### src/rtl/dice_pkg.sv
// Shared types and helpers for the two-player dice game controller.
//   dice_state_t   : game FSM state encoding
//   DICE_MIN/MAX   : legal face range of a throw
//   is_valid_throw : true when a 3-bit dice code is a legal face (1..6)
package dice_pkg;

    typedef enum logic [2:0] {
        IDLE   = 3'd0,
        ROLL   = 3'd1,
        SETTLE = 3'd2,
        CHECK  = 3'd3,
        REROLL = 3'd4,
        ADD    = 3'd5,
        WIN    = 3'd6
    } dice_state_t;

    localparam logic [2:0] DICE_MIN = 3'd1;
    localparam logic [2:0] DICE_MAX = 3'd6;

    // Codes 0 and 7 are produced by the free-running 3-bit dice counter but are not faces.
    function automatic logic is_valid_throw(input logic [2:0] t);
        return (t >= DICE_MIN) && (t <= DICE_MAX);
    endfunction

endpackage

### src/rtl/button_debounce.sv
// Push-button conditioner: 2-FF synchroniser followed by a stable-count filter.
// The output follows the synchronised level only after DEBOUNCE_CYCLES
// consecutive samples that differ from the current output.
//   clk    in  : system clock
//   rst    in  : asynchronous, active-high reset
//   i_din  in  : raw asynchronous button level
//   o_dout out : debounced, registered button level
module button_debounce #(
    parameter int unsigned DEBOUNCE_CYCLES = 4
) (
    input  logic clk,
    input  logic rst,
    input  logic i_din,
    output logic o_dout
);
    import dice_pkg::*;

    localparam int unsigned CNT_W = (DEBOUNCE_CYCLES > 1) ? $clog2(DEBOUNCE_CYCLES) : 1;
    localparam logic [CNT_W-1:0] CNT_LAST = CNT_W'(DEBOUNCE_CYCLES - 1);

    logic             r_sync1;
    logic             r_sync2;
    logic             r_dout;
    logic [CNT_W-1:0] r_cnt;

    // Synchroniser and filter: a sample equal to the output restarts the count.
    always_ff @(posedge clk or posedge rst) begin
        if (rst) begin
            r_sync1 <= 1'b0;
            r_sync2 <= 1'b0;
            r_dout  <= 1'b0;
            r_cnt   <= '0;
        end else begin
            r_sync1 <= i_din;
            r_sync2 <= r_sync1;
            if (r_sync2 == r_dout) begin
                r_cnt <= '0;
            end else if (r_cnt == CNT_LAST) begin
                r_dout <= r_sync2;
                r_cnt  <= '0;
            end else begin
                r_cnt <= r_cnt + CNT_W'(1);
            end
        end
    end

    assign o_dout = r_dout;

endmodule

### src/rtl/dice_game_ctrl.sv
// Two-player dice game controller. Debounces the player button, drives the
// dice roll enable, captures each settled throw (re-rolling codes 0 and 7),
// accumulates per-player scores and flags the winner at TARGET.
//   clk            in  : system clock
//   rst            in  : asynchronous, active-high reset
//   i_btn_raw      in  : raw player button
//   i_new_game     in  : one-cycle restart request, honoured only in WIN
//   i_throw[2:0]   in  : registered dice counter value
//   o_roll_en      out : dice counter enable
//   o_player       out : player whose turn it is
//   o_score0/1     out : running scores
//   o_result_valid out : one-cycle pulse when a throw is accepted
//   o_result[2:0]  out : last accepted throw
//   o_winner       out : winning player, valid while o_done
//   o_done         out : game over
module dice_game_ctrl #(
    parameter  int unsigned DEBOUNCE_CYCLES = 4,
    parameter  int unsigned TARGET          = 20,
    localparam int unsigned SCORE_W         = $clog2(TARGET + 6)
) (
    input  logic               clk,
    input  logic               rst,
    input  logic               i_btn_raw,
    input  logic               i_new_game,
    input  logic [2:0]         i_throw,
    output logic               o_roll_en,
    output logic               o_player,
    output logic [SCORE_W-1:0] o_score0,
    output logic [SCORE_W-1:0] o_score1,
    output logic               o_result_valid,
    output logic [2:0]         o_result,
    output logic               o_winner,
    output logic               o_done
);
    import dice_pkg::*;

    localparam logic [SCORE_W-1:0] TARGET_S = SCORE_W'(TARGET);

    dice_state_t        r_state;
    dice_state_t        w_state_nxt;

    logic               w_btn_db;
    logic               r_btn_db_d;
    logic               w_btn_rise;
    logic               w_btn_fall;

    logic               r_roll_en;
    logic               r_result_valid;
    logic               r_done;
    logic               r_player;
    logic               r_winner;
    logic [2:0]         r_result;
    logic [SCORE_W-1:0] r_score0;
    logic [SCORE_W-1:0] r_score1;

    logic               w_roll_en_nxt;
    logic               w_result_valid_nxt;
    logic               w_done_nxt;
    logic               w_latch_result;
    logic               w_add;
    logic               w_win;
    logic               w_clear;
    logic [SCORE_W-1:0] w_cur_score;
    logic [SCORE_W-1:0] w_sum;
    logic               w_reach;

    // Button conditioning.
    button_debounce #(
        .DEBOUNCE_CYCLES (DEBOUNCE_CYCLES)
    ) u_debounce (
        .clk    (clk),
        .rst    (rst),
        .i_din  (i_btn_raw),
        .o_dout (w_btn_db)
    );

    assign w_btn_rise = w_btn_db & ~r_btn_db_d;
    assign w_btn_fall = ~w_btn_db & r_btn_db_d;

    // Score of the player on turn plus the latched throw; cannot wrap since score < TARGET here.
    assign w_cur_score = r_player ? r_score1 : r_score0;
    assign w_sum       = w_cur_score + SCORE_W'(r_result);
    assign w_reach     = (w_sum >= TARGET_S);

    // State register.
    always_ff @(posedge clk or posedge rst) begin
        if (rst) begin
            r_state <= IDLE;
        end else begin
            r_state <= w_state_nxt;
        end
    end

    // Next-state and control decode.
    always_comb begin
        w_state_nxt        = r_state;
        w_latch_result     = 1'b0;
        w_add              = 1'b0;
        w_win              = 1'b0;
        w_clear            = 1'b0;
        w_roll_en_nxt      = 1'b0;
        w_result_valid_nxt = 1'b0;
        w_done_nxt         = 1'b0;

        case (r_state)
            IDLE: begin
                if (w_btn_rise) begin
                    w_state_nxt = ROLL;
                end
            end
            ROLL: begin
                if (w_btn_fall) begin
                    w_state_nxt = SETTLE;
                end
            end
            SETTLE: begin
                w_state_nxt = CHECK;
            end
            CHECK: begin
                if (is_valid_throw(i_throw)) begin
                    w_latch_result = 1'b1;
                    w_state_nxt    = ADD;
                end else begin
                    w_state_nxt = REROLL;
                end
            end
            REROLL: begin
                w_state_nxt = SETTLE;
            end
            ADD: begin
                w_add = 1'b1;
                if (w_reach) begin
                    w_win       = 1'b1;
                    w_state_nxt = WIN;
                end else begin
                    w_state_nxt = IDLE;
                end
            end
            WIN: begin
                if (i_new_game) begin
                    w_clear     = 1'b1;
                    w_state_nxt = IDLE;
                end
            end
            default: begin
                w_state_nxt = IDLE;
            end
        endcase

        // Status outputs are registered from the next state so they change only at clock edges.
        w_roll_en_nxt      = (w_state_nxt == ROLL) || (w_state_nxt == REROLL);
        w_result_valid_nxt = (w_state_nxt == ADD);
        w_done_nxt         = (w_state_nxt == WIN);
    end

    // Datapath and registered outputs.
    always_ff @(posedge clk or posedge rst) begin
        if (rst) begin
            r_btn_db_d     <= 1'b0;
            r_roll_en      <= 1'b0;
            r_result_valid <= 1'b0;
            r_done         <= 1'b0;
            r_player       <= 1'b0;
            r_winner       <= 1'b0;
            r_result       <= 3'd0;
            r_score0       <= '0;
            r_score1       <= '0;
        end else begin
            r_btn_db_d     <= w_btn_db;
            r_roll_en      <= w_roll_en_nxt;
            r_result_valid <= w_result_valid_nxt;
            r_done         <= w_done_nxt;

            if (w_latch_result) begin
                r_result <= i_throw;
            end

            if (w_add) begin
                if (r_player) begin
                    r_score1 <= w_sum;
                end else begin
                    r_score0 <= w_sum;
                end
                if (w_win) begin
                    r_winner <= r_player;
                end else begin
                    r_player <= ~r_player;
                end
            end

            if (w_clear) begin
                r_score0 <= '0;
                r_score1 <= '0;
                r_player <= 1'b0;
            end
        end
    end

    assign o_roll_en      = r_roll_en;
    assign o_player       = r_player;
    assign o_score0       = r_score0;
    assign o_score1       = r_score1;
    assign o_result_valid = r_result_valid;
    assign o_result       = r_result;
    assign o_winner       = r_winner;
    assign o_done         = r_done;

endmodule

### config.mk
export PLATFORM = sky130hd
export DESIGN_NAME = dice_game_ctrl
export DESIGN_NICKNAME = d
export VERILOG_FILES = /design/src/rtl/dice_pkg.sv /design/src/rtl/button_debounce.sv /design/src/rtl/dice_game_ctrl.sv
export SDC_FILE = /design/constraint.sdc
export NUM_CORES = 1
export LEC_CHECK = 0
export ABC_AREA = 1
export CORE_ASPECT_RATIO = 0.9
export CORE_UTILIZATION = 50
export CTS_BUF_LIST = sky130_fd_sc_hd__clkbuf_2 sky130_fd_sc_hd__clkbuf_4 sky130_fd_sc_hd__clkbuf_8
export DETAILED_ROUTE_END_ITERATION = 8
export DONT_BUFFER_PORTS = 1
export GPL_TIMING_DRIVEN = 0
export SLEW_MARGIN = 10
export SYNTH_ARGS = -nofsm -noshare
export SYNTH_HDL_FRONTEND = slang
export SYNTH_HIERARCHICAL = 1
export SYNTH_SLANG_ARGS = --single-unit
### constraint.sdc
create_clock -name clk -period 2.7 [get_ports clk]
set_clock_uncertainty 0.2 [all_clocks]
set_input_delay 0.54 -clock clk [delete_from_list [all_inputs] [get_ports clk]]
set_output_delay 0.54 -clock clk [all_outputs]
set_load 0.02 [all_outputs]
==> metrics.md, run 1 <==
| Metric | Value |
|---|---|
| Status | finished with violations |
| Failing checks | design-rule violations |
| CTS tree | yes |
| Leak | 0.797 nW |
| Maximum clock rate | 398 MHz |
| Post-synthesis sequential area ratio | 0.478 |
| Count leader, synth | nand2_1 |
| Post-synth top cells | nand2_1, dfrtp_1, inv_1 |
| Clock tree buffer depth | 2 |
| Clock sinks | 27 |
| Synth async-reset ratio | 1.00 |
| Setup bufs post-CTS | 0 |
| Drt via density | 5.26 |
| Hold WC Path Type | input port to asynchronous set/reset pin |
| Yosys reg bits | 27 |
| DIE WIDTH | 58.0 µm |
| WHS | 47.9 ps |
| Most area-consuming cells after synthesis | dfrtp_1, nand2_1, inv_1 |
| Most used DFF post-synth | dfrtp_1 |
| PortBufs | 0 |
| Share of cells above drive strength 1 | 0.178 |
| # setup viols final | 0 |
| Clock-pin transition on the worst setup and hold timing paths | 140 ps |
| Core area | 2550 µm² |
| Antenna Nets Post-Route | 0 |
| Shortest period the worst path allows | 2510 ps |
| Synth-to-Final Area Change | 6.47% |
| Die area | 3040 µm² |
| Initial antenna violation count | 0 |
| Critical-path maximum fanout | 9 |
| R2R cell count | 16 |
| Dpl hpwl | 1980 µm |
| IO Count | 25 |
| Synthesized instance count | 168 |
| H-tree levels | 1 |
| # rows | 17 |
| Synthesized Nets | 180 |
| GPL Wtd Cong | 0.789 |
| Total Power | 1.93 mW |
| VDD IR max | 0.000584 V |
| # diodes | 0 |
| Total gr overflow | 0 |
| Clock latency on the worst-skew pair | 330 ps |
| Detailed Route Iter0 Violations | 32 |
| PD cells | 1280 nW/µm² |
| Slew Limit Fails | 0 |
| Period utilization | 0.930 |
| Wire per inst | 12.9 µm |
| Max_slew headroom | 0.429 |
| Worst setup EP type | flip-flop |
| Vias in the first global route | 1,029 |
| Final hold vios | 0 |
| Drt pass-1 iters | 6 |
| Synth unique cells | 24 |
| CP arrival | 2590 ps |
| DRC Markers | 3 |
| Synthesized cell area | 1410 µm² |
| Via count | 1,063 |
| CP required | 2780 ps |
| Min setup slack post-route | 188 ps |
| Starting density of the core | 0.553 |
| Utilization after layout | 0.589 |
| Post-detailed-routing wire length | 2600 µm |
| Critical Path Source Type | flip-flop |
| Synth top area share | 0.478 |
| Mapped Avg Cell Area | 8.41 µm² |
| Largest net degree at the start of global routing | 23 |
| Fin nets | 187 |
| Clock root cell | clkbuf_4 |
| Global-route wire length before repair | 4550 µm |
| CTS Buf Count | 3 |
| Pre-CTS WS | 99.9 ps |
| CP Class | flip-flop to flip-flop |
| Die height | 52.4 µm |
| Least-Margin Pin Slew | 855 ps |
| Cell taking the most area after synthesis | dfrtp_1 |
| Max_cap viols | 0 |
| Yosys warnings | 6 |
| Post-synth EDFFs | 0 |
| GRT Util Overall | 0.206 |
| RSZ-0062 raised after global routing | false |
| Setup TNS | 0 ps |
==> cell families (layout without fill, tap and decap cells) <==
logic type,count (synthesis),in the layout,share of synthesized area
simple gates,89,89,0.315
buf+inv,27,33,0.0824
flops,27,27,0.478
fa+ha+maj,5,5,0.0496
compound gates,20,20,0.0744
==> cell type report <==
class | instances | area, µm²
Fill cell | 232 | 1050
Sequential cell | 27 | 677
Multi-Input combinational cell | 114 | 628
Inverter | 26 | 105
Tap cell | 28 | 35.0
Clock buffer | 3 | 22.5
Timing Repair Buffer | 2 | 20.0
Buffer | 1 | 11.3
Clock inverter | 1 | 5.00
==> path summary, 6_finish.rpt <==
| check | start | to | slack (ps) |
|---|---|---|---|
| hold reg to reg | u_debounce/r_sync1$_DFF_PP0_ | u_debounce/r_sync2$_DFF_PP0_ | 170 |
| setup reg to reg | o_player$_DFFE_PP0P_ | o_roll_en$_DFF_PP0_ | 190 |
| setup / recovery | o_player$_DFFE_PP0P_ | o_roll_en$_DFF_PP0_ | 190 |
| max in group asynchronous | rst | o_player$_DFFE_PP0P_ | 1670 |
| min in group clk | i_throw[0] | o_result[0]$_DFFE_PP0P_ | 120 |
| hold / removal | rst | o_score1[2]$_DFFE_PP0P_ | 50 |
==> per-layer routing <==
| metal | global-route usage | vias up | routed length, µm |
|---|---|---|---|
| met2 | 0.335 | 31 | 1200 |
| li1 | - | 540 | - |
| met4 | 0.0873 | 0 | 38 |
| met1 | 0.254 | 487 | 1210 |
| met5 | 0 | - | 0 |
| met3 | 0.0642 | 5 | 157 |
==> through the flow <==
step,cells,area (µm²)
2_1_floorplan,168,1410
3_3_place_gp,196,1450
3_5_place_dp,196,1450
4_1_cts,201,1490
5_1_grt,202,1500
6_report,202,1500
==> layout by cell type, fill, tap and decap left out <==
cell type and count:
a21oi_1 7, o21ai_1 4, nor2_1 9, inv_8 1, o21ai_0 7, inv_2 3, nand4_1 3, clkinv_2 1
nor2_4 4, clkbuf_4 3, nand3_1 4, a31oi_1 1, nand2_2 6, ha_1 3, or2_0 1, buf_6 1
dfrtp_2 1, nand2_1 51, ha_2 1, nor3_1 3, nand2_4 1, fa_2 1, o21ai_2 1, nor3_4 1
or2_2 2, nand3_2 4, inv_1 22, dfrtp_1 26, dlygate4sd3_1 2
==> flip-flops by register name (all words and copies together) (netlist names) <==
register / flops
o_score0: 5
o_score1: 5
o_result: 3
r_state: 3
u_debounce/r_cnt: 2
o_done: 1
o_player: 1
o_result_valid: 1
o_roll_en: 1
o_winner: 1
r_btn_db_d: 1
u_debounce/o_dout: 1
u_debounce/r_sync1: 1
u_debounce/r_sync2: 1
==> critical path, stage by stage (launching register included) <==
cell	delay, ps
dfrtp_2	460
buf_6	170
inv_8	60
or2_2	260
o21ai_1	150
inv_1	70
ha_1	270
nand2_1	50
nand2_1	100
nand2_1	60
nand2_1	80
nand2_2	70
nor2_4	100
nor2_4	70
nor2_4	120
nand4_1	90
nand2_1	70
==> timing repair <==
| action | CTS | global route |
|---|---|---|
| gates resized for setup | 0 | 5 |
| hold buffers | 1 | 1 |
| endpoints found under the hold margin | 5 | 1 |
| endpoints found under the setup margin | 0 | 6 |
==> where the power goes <==
| group | switching [mW] | internal, mW |
|---|---|---|
| logic | 0.579 | 0.335 |
| registers | 0.277 | 0.562 |
| clock network | 0.120 | 0.0557 |
| total | 0.976 | 0.953 |
Power figures use the tool's default switching activity.
==> run 2: changes to the inputs <==
CORE_ASPECT_RATIO = default   (was 0.9)
==> run 2 against run 1 <==
  * Clock power about the same
  * Total power down 1.1%
  * Core utilization fell by 0.59 points
  * Global-route usage shrank 1.0 points
  * Final cell count grew 0.50%
  * Die area is essentially flat
  * Critical endpoint unchanged
  * First-iteration DRC count is 28% lower
  * The run now ends clean
  * Via count unchanged
  * Worst setup slack better by 46 ps
  * Fmax rose by 1.9%
  * Register-to-register slack gained 50 ps
==> metrics.md, run 2 (synthesis results as in run 1) <==
| Metric | Value |
|---|---|
| Status | completed |
| PD cells | 1270 nW/µm² (-0.66%) |
| Sw frac | 0.498 (-0.00769) |
| CP Capture Point | o_roll_en$_DFF_PP0_ |
| # setup viols final | 0 (unchanged) |
| Critical-path maximum fanout | 9 (unchanged) |
| Clock tree buffer depth | 2 (unchanged) |
| GPL Wtd Cong | 0.762 (-3.4%) |
| CP max stage delay | 450 ps (about the same) |
| Pint | 0.957 mW (+0.46%) |
| PortBufs | 0 (unchanged) |
| Period utilization | 0.913 (-0.0171) |
| Critical Path Source Type | flip-flop |
| Routed wl met3 | 102 µm (-35%) |
| Die area | 3040 µm² (about the same) |
| Commonest non-fill, non-tap cell in the layout | nand2_1 |
| Clock sinks | 27 (unchanged) |
| Total Power | 1.91 mW (-1.1%) |
| Least-Margin Pin Slew | 847 ps (-8.61 ps) |
| Clock root cell | clkbuf_4 |
| Antenna Nets Post-Route | 0 (unchanged) |
| Setup TNS | 0 ps (unchanged) |
| Via count | 1,063 (unchanged) |
| Worst hold path depth | 0 |
| Wire per inst | 12.9 µm (about the same) |
| R2R cell count | 16 (unchanged) |
| Max Used Layer | met4 |
| NetSw | 0.951 mW (-2.6%) |
| Clock latency on the worst-skew pair | 310 ps (-20 ps) |
| CP arrival | 2530 ps (-60 ps) |
| Detailed Route Iter0 Violations | 23 (-28%) |
| Slew Limit Fails | 0 (unchanged) |
| Worst setup EP type | flip-flop |
| Post-detailed-routing wire length | 2610 µm (+0.58%) |
| Initial antenna violation count | 0 (unchanged) |
| Die height | 55.2 µm (+5.2%) |
| FF-to-FF End | o_roll_en$_DFF_PP0_ |
| CTS tree | yes |
| Final hold vios | 0 (unchanged) |
| CP cell instances | buf_6, inv_8, or2_2, o21ai_2, inv_1, ha_1, nand2_1, nand2_1, nand2_1, nand2_1, nand2_2, nor2_4, nor2_4, nor2_4, nand4_1, nand2_1 |
| Drt via density | 5.24 (-0.49%) |
| DRC Markers | 0 (-3) |
| Power share of the sequential group | 0.441 (+0.006) |
| Vias in the first global route | 940 (-8.6%) |
| Synth-to-Final Area Change | 6.02% |
| Reg2reg start | o_player$_DFFE_PP0P_ |
| CTS Buf Count | 3 (unchanged) |
| Maximum clock rate | 406 MHz (+1.9%) |
| Leak | 0.797 nW (about the same) |
| GRT Util Overall | 0.196 (-0.0104) |
| CP max stage cell | dfrtp_2 |
| Starting density of the core | 0.550 (-0.00324) |
| Max_cap viols | 0 (unchanged) |
| IO Count | 25 (unchanged) |
| Max_slew headroom | 0.435 (+0.00574) |
| Clock Power Share | 0.093 (+0.002) |
| H-tree levels | 1 (unchanged) |
| Core area | 2570 µm² (+0.59%) |
| RSZ-0062 raised after global routing | false |
| Clock-pin transition on the worst setup and hold timing paths | 140 ps (about the same) |
| Setup bufs post-CTS | 0 (unchanged) |
| Share of cells above drive strength 1 | 0.173 (-0.00475) |
| Shortest period the worst path allows | 2470 ps (-46.3 ps) |
| # rows | 18 (+1) |
| Comb pwr share | 0.465 (-0.009) |
| Largest net degree at the start of global routing | 23 (unchanged) |
| CP Launch Point | o_player$_DFFE_PP0P_ |
| Dpl hpwl | 1950 µm (-1.4%) |
| CP Class | flip-flop to flip-flop |
| Met2 wire length | 1330 µm (+11%) |
| Fin nets | 186 (-0.53%) |
| Global-route wire length before repair | 4040 µm (-11%) |
| Drt pass-1 iters | 4 (-2) |
| Most Frequent Cell on Critical Path | nand2_1 |
| VDD IR max | 0.000755 V (+29%) |
| Total gr overflow | 0 (unchanged) |
| Hold WC Path Type | input port to flip-flop |
| DIE WIDTH | 55.2 µm (-5.0%) |
| Reg2reg setup slack | 230 ps (+50 ps) |
| CP required | 2770 ps (about the same) |
| # diodes | 0 (unchanged) |
| Commonest non-fill, non-tap cells in the layout | nand2_1, dfrtp_1, inv_1 |
| DRT met1 WL | 1150 µm (-4.4%) |
## run 2: stage by stage
stage / worst slack (ps) / hold WS, ps / cell area [µm²] / std cells / utilization
final: 234 / 37.0 / 1500 / 203 / 0.583
after CTS: 89.6 / 26.0 / 1490 / 203 / 0.580
after global routing: 17.2 / 16.7 / 1500 / 203 / 0.583
after detailed placement: 123 / 135 / 1450 / 198 / 0.565
after floorplan: 317 / 119 / 1410 / 168 / -
after global placement: 151 / 132 / 1450 / 198 / 0.565
## run 2: worst min-delay path by stage
stage,start,end,slack [ps]
5_1_grt,i_btn_raw,u_debounce/r_sync1$_DFF_PP0_,20
3_5_place_dp,rst,u_debounce/r_cnt[0]$_DFF_PP0_,140
3_3_place_gp,rst,u_debounce/r_cnt[1]$_DFF_PP0_,130
2_1_floorplan,rst,u_debounce/o_dout$_DFFE_PP0P_,120
4_1_cts,i_btn_raw,u_debounce/r_sync1$_DFF_PP0_,30
6_report,i_btn_raw,u_debounce/r_sync1$_DFF_PP0_,40
## run 2: area by class of cell
cell class	count	area (µm²)
Buffer	1	11.3
Clock buffer	4	30.0
Fill cell	256	1070
Inverter	26	105
Multi-Input combinational cell	114	627
Sequential cell	27	677
Tap cell	30	37.5
Timing Repair Buffer	1	10.0
## run 2: repair_timing
item	CTS	global route
gates resized for setup	0	4
hold endpoints to repair	5	0
setup endpoints to repair	0	3
hold buffers	1	0
## run 2: critical path: cells and delay by family, from the launching register on
kind	cells	cell delay (ps)
and+or+nand+nor	11	1130
DFF	1	450
buffers and inverters	3	300
adders and majority gates	1	270
AOI/OAI and AO/OA	1	90
## run 2: power groups by stage
stage / clock network (mW) / logic, mW / registers, mW
floorplan: 0 / 0.742 / 0.814
global placement: 0 / 0.855 / 0.845
detailed placement: 0 / 0.882 / 0.851
CTS: 0.185 / 0.889 / 0.842
global route: 0.198 / 1.05 / 0.868
finish: 0.178 / 0.888 / 0.841
## run 2: routing by layer
layer	up-vias	track usage
met4	0	0.0750
met1	506	0.244
met5	-	0
met2	17	0.335
met3	4	0.0328
li1	536	-
